**src/rtl/risc_pkg.sv**
```systemverilog
// Shared definitions for the instruction path: opcodes, fetch state encoding, word width.
package risc_pkg;

   localparam int INSTR_WIDTH = 16;

   localparam logic [2:0] OP_MOV  = 3'b110;
   localparam logic [2:0] OP_ALU  = 3'b101;
   localparam logic [2:0] OP_LDR  = 3'b011;
   localparam logic [2:0] OP_STR  = 3'b100;
   localparam logic [2:0] OP_BXX  = 3'b001;
   localparam logic [2:0] OP_HALT = 3'b111;

   typedef enum logic [1:0] {
      START  = 2'd0,
      FETCH  = 2'd1,
      HOLD   = 2'd2,
      HALTED = 2'd3
   } fetch_state_t;

endpackage

```
**src/rtl/instruction_fetch.sv**
```systemverilog
// Instruction fetch: one outstanding memory read, single-entry instruction register,
// program counter with branch redirect, stop on HALT.
//
// state  | meaning
// START  | one idle cycle after reset, no handshakes active
// FETCH  | mem_rd high at pc, waiting for mem_ready
// HOLD   | instr valid, waiting for consumer or redirect
// HALTED | HALT consumed, everything ignored until reset
module instruction_fetch
   import risc_pkg::*;
#(
   parameter int                    WIDTH      = 16,
   parameter int                    ADDR_WIDTH = 9,
   parameter logic [ADDR_WIDTH-1:0] RESET_PC   = '0
) (
   input  logic                  clk,
   input  logic                  reset,
   output logic                  mem_rd,
   output logic [ADDR_WIDTH-1:0] mem_addr,
   input  logic [WIDTH-1:0]      mem_rdata,
   input  logic                  mem_ready,
   output logic [WIDTH-1:0]      instr,
   output logic                  instr_valid,
   input  logic                  instr_ready,
   input  logic                  branch_en,
   input  logic [ADDR_WIDTH-1:0] branch_target,
   output logic [ADDR_WIDTH-1:0] pc,
   output logic                  halted
);

   fetch_state_t          state;
   logic                  redirect_pending;
   logic [ADDR_WIDTH-1:0] redirect_target;
   logic                  is_halt;

   assign is_halt  = (instr[WIDTH-1 -: 3] == OP_HALT);
   assign mem_addr = pc;

   always_ff @(posedge clk or posedge reset) begin
      if (reset) begin
         state            <= START;
         pc               <= RESET_PC;
         instr            <= '0;
         instr_valid      <= 1'b0;
         mem_rd           <= 1'b0;
         halted           <= 1'b0;
         redirect_pending <= 1'b0;
         redirect_target  <= '0;
      end else begin
         case (state)
            START: begin
               state  <= FETCH;
               mem_rd <= 1'b1;
            end
            FETCH: begin
               // The read in flight always completes; a redirect only decides what happens to its data.
               if (mem_ready) begin
                  if (branch_en) begin
                     pc               <= branch_target;
                     redirect_pending <= 1'b0;
                  end else if (redirect_pending) begin
                     pc               <= redirect_target;
                     redirect_pending <= 1'b0;
                  end else begin
                     instr       <= mem_rdata;
                     instr_valid <= 1'b1;
                     mem_rd      <= 1'b0;
                     state       <= HOLD;
                  end
               end else if (branch_en) begin
                  redirect_target  <= branch_target;
                  redirect_pending <= 1'b1;
               end
            end
            HOLD: begin
               if (branch_en) begin
                  pc          <= branch_target;
                  instr_valid <= 1'b0;
                  mem_rd      <= 1'b1;
                  state       <= FETCH;
               end else if (instr_ready) begin
                  instr_valid <= 1'b0;
                  if (is_halt) begin
                     halted <= 1'b1;
                     state  <= HALTED;
                  end else begin
                     pc     <= pc + 1'b1;
                     mem_rd <= 1'b1;
                     state  <= FETCH;
                  end
               end
            end
            HALTED: begin
               state <= HALTED;
            end
            default: begin
               state <= START;
            end
         endcase
      end
   end

endmodule
```
**config.mk**
```make
export PLATFORM = sky130hd
export DESIGN_NAME = instruction_fetch
export DESIGN_NICKNAME = d
export VERILOG_FILES = /design/src/rtl/risc_pkg.sv /design/src/rtl/instruction_fetch.sv
export SDC_FILE = /design/constraint.sdc
export NUM_CORES = 1
export LEC_CHECK = 0
export ABC_AREA = 1
export CORE_ASPECT_RATIO = 1.25
export CORE_UTILIZATION = 42
export CTS_CLUSTER_DIAMETER = 50
export CTS_CLUSTER_SIZE = 10
export DETAILED_ROUTE_END_ITERATION = 10
export GPL_TIMING_DRIVEN = 1
export PLACE_DENSITY = 0.73
export SYNTH_ARGS = -nofsm -noshare
export SYNTH_HDL_FRONTEND = slang
export SYNTH_SLANG_ARGS = --single-unit
```
**constraint.sdc**
```tcl
create_clock -name clk -period 1.3 [get_ports clk]
set_input_delay 0.195 -clock clk [delete_from_list [all_inputs] [get_ports clk]]
set_output_delay 0.195 -clock clk [all_outputs]
set_load 0.02 [all_outputs]
```
==> results.json <==
{
  "outcome": "finished with violations",
  "violations": "negative setup slack",
  "fin_nets": 403,
  "power_leakage_nw": 1.67,
  "ys_warn_count": 0,
  "die_w_um": 65.6,
  "timing.final.ws_setup_ns": -0.0985,
  "dpl_cell_area_mm2": 0.00300,
  "die_h_um": 81.5,
  "nFillCells": 386,
  "worst-setup-path-type": "reg2reg",
  "final_cell_mix": "105 x nand2_1, 35 x dfrtp_1, 29 x clkdlybuf4s50_1, 28 x dlygate4sd2_1, 28 x buf_4",
  "numCtsBuffers": 5,
  "vias_per_cell": 4.75,
  "fmax_ghz": 0.715,
  "finalCritPeriodShare_pct": 108,
  "routed_wirelength_um": 5220,
  "portBuffers": 66,
  "cts_max_level": 2,
  "cts_tree": "built",
  "vias": 2055,
  "grt_pass1_vias": 1990,
  "drtIter0Drc": 128,
  "critPathLaunchType": "flop",
  "core_area_mm2": 0.00480,
  "cts_hold_buf": 0,
  "diodes": 0,
  "clk_latency_ns": 0.29,
  "start_util_pct": 44.2,
  "area.growth.synth_to_final_pct": 54.2,
  "layout-drive-gt1-share_pct": 26.3,
  "cts_root_buf": "clkbuf_8",
  "syn_inst": 277,
  "setup_violations": 34,
  "power.density_mw_per_mm2": 2390,
  "utilization_pct": 68.2,
  "hold_viol": 0,
  "cts_buffer_depth": 2,
  "io_pins": 67,
  "tightest_slew_ns": 0.283,
  "vdd_drop_max_mv": 1.56,
  "place_hpwl_um": 3580,
  "min_path_type": "in2async",
  "finalInstanceArea_mm2": 0.00327,
  "synth_area_mm2": 0.00212,
  "fin_worst_skew_ns": 0.00728,
  "placementRows": 28,
  "slew_viol_final": 0,
  "syn_area_per_cell_um2": 7.66,
  "syn_nets": 308,
  "dieArea_mm2": 0.00534,
  "cts_sinks": 40,
  "wl_per_cell_um": 12.0,
  "place.gp.congestion": 0.892,
  "end_kind": "flop",
  "finalCriticalPeriod_ns": 1.40,
  "grt_pass1_wl_um": 8470,
  "required_ns": 1.48,
  "cts.clk_slew.worst_paths_ns": 0.08,
  "synth_seq_cells": 40,
  "drtAntennaViolNets": 0,
  "grt.overflow.total": 0,
  "grt_setup_unrepaired": "true",
  "crit_fanout": 17,
  "firstDrtPassIters": 4,
  "drc": 0,
  "max_cap_viol_count": 0,
  "ys_types": 26,
  "grt_max_degree": 41,
  "critPathArrivalTime_ns": 1.58,
  "layout_commonest_cell": "nand2_1",
  "synth_seq_area_share_pct": 47.2,
  "antenna_found_initial": 0,
  "maxSlewHeadroom_pct": 81.1,
  "grt_usage_pct": 20.6
}
==> path summary, 6_finish.rpt <==
| check | cells after the start | start | endpoint | slack, ns |
|---|---|---|---|---|
| max | 9 | state[0] | instr[14] | -0.1 |
| min | 3 | reset | redirect_target[0] | 0.26 |
| max reg2reg | 9 | state[0] | instr[14] | -0.1 |
| min reg2reg | 2 | instr[12] | instr[12] | 0.47 |
| max in group asynchronous | 3 | reset | state[0] | 0.83 |
| min in group clk | 3 | mem_rdata[13] | instr[13] | 0.43 |
==> through the flow <==
step / hold WS [ns] / setup WS, ns / total power [mW] / TNS, ns / instances
6_report: 0.264 / -0.0985 / 7.82 / -1.97 / 433
5_1_grt: 0.286 / -0.178 / 8.44 / -4.62 / 433
4_1_cts: 0.276 / -0.0679 / 7.58 / -1.13 / 430
3_5_place_dp: 0.458 / -0.299 / 6.62 / -7.78 / 415
3_3_place_gp: 0.453 / -0.269 / 6.55 / -7.03 / 415
2_1_floorplan: 0.284 / -0.0166 / 4.89 / -0.113 / 277
==> synthesized netlist by cell type <==
master	count	area [um^2]
ha_1	1	12.5
a21oi_1	6	30.0
or2_2	1	6.26
o21ai_1	1	5.00
clkbuf_1	1	3.75
clkinv_2	1	5.00
inv_2	3	11.3
inv_1	16	60.1
inv_4	1	6.26
a2bb2oi_1	1	8.76
nor2_2	3	18.8
nor2_1	33	124
nor2_8	2	40.0
nand2_4	5	56.3
o21ai_0	20	100
buf_2	1	5.00
buf_6	2	22.5
nor2_4	2	22.5
a21oi_2	1	8.76
nand2_1	111	417
dfrtp_1	40	1000
nand2_2	3	18.8
o21ai_2	1	8.76
buf_4	9	67.6
o21bai_1	1	7.51
nand3_1	11	55.1
==> flip-flops by register name (all words and copies together), names as in the netlist <==
register          cells
redirect_pending      1
mem_addr              9
mem_rd                1
state                 2
instr_valid           1
redirect_target       9
instr                16
halted                1
==> metal layers <==
layer	track usage (%)	wire (um)	up-vias
li1	-	-	1039
met1	23.9	2200	931
met2	36.6	2630	78
met3	5.14	312	7
met4	7.61	65	0
met5	0	0	-
==> area by class of cell <==
type                    count  area, um^2  share of cell area (%)
multi-input cells         203        1070                    32.7
repair buffers            100         900                    27.5
well taps                  60        75.1                    2.29
flip-flops and latches     40        1010                    30.8
repair inverters            1        7.51                   0.229
inverters                  21        92.6                    2.83
clock buffers               6        82.6                    2.52
clock inverters             2        38.8                    1.19
==> worst max-delay path, stage by stage, from the launching register on <==
cell,delay [ns]
dfrtp_2,0.44
buf_6,0.13
nand2_4,0.09
nor2_4,0.06
inv_4,0.10
nand2_4,0.06
nor2_4,0.15
nand2_8,0.12
nand2_1,0.09
nand2_1,0.05
==> power by group <==
group / internal, mW / switching (mW) / total, mW / leakage [nW]
clock network: 0.628 / 0.444 / 1.07 / 0.0614
registers: 1.87 / 0.426 / 2.30 / 0.482
logic: 1.86 / 2.59 / 4.45 / 1.12
total: 4.36 / 3.46 / 7.82 / 1.67
==> repair_timing <==
item,in CTS,in global routing
resized for setup,59,41
endpoints found under the setup margin,68,48
gates cloned,0,1
pin swaps,5,5
buffers inserted,7,2
==> kinds of logic (layout without fill, tap and decap cells) <==
family	count (synthesis)	after routing	synth area share [%]
DFF	40	40	47.2
buffers and inverters	34	130	8.55
AOI/OAI and AO/OA	31	31	7.96
and+or+nand+nor	171	171	35.7
adders and majority gates	1	1	0.590
(Power assumes the default switching activity.)
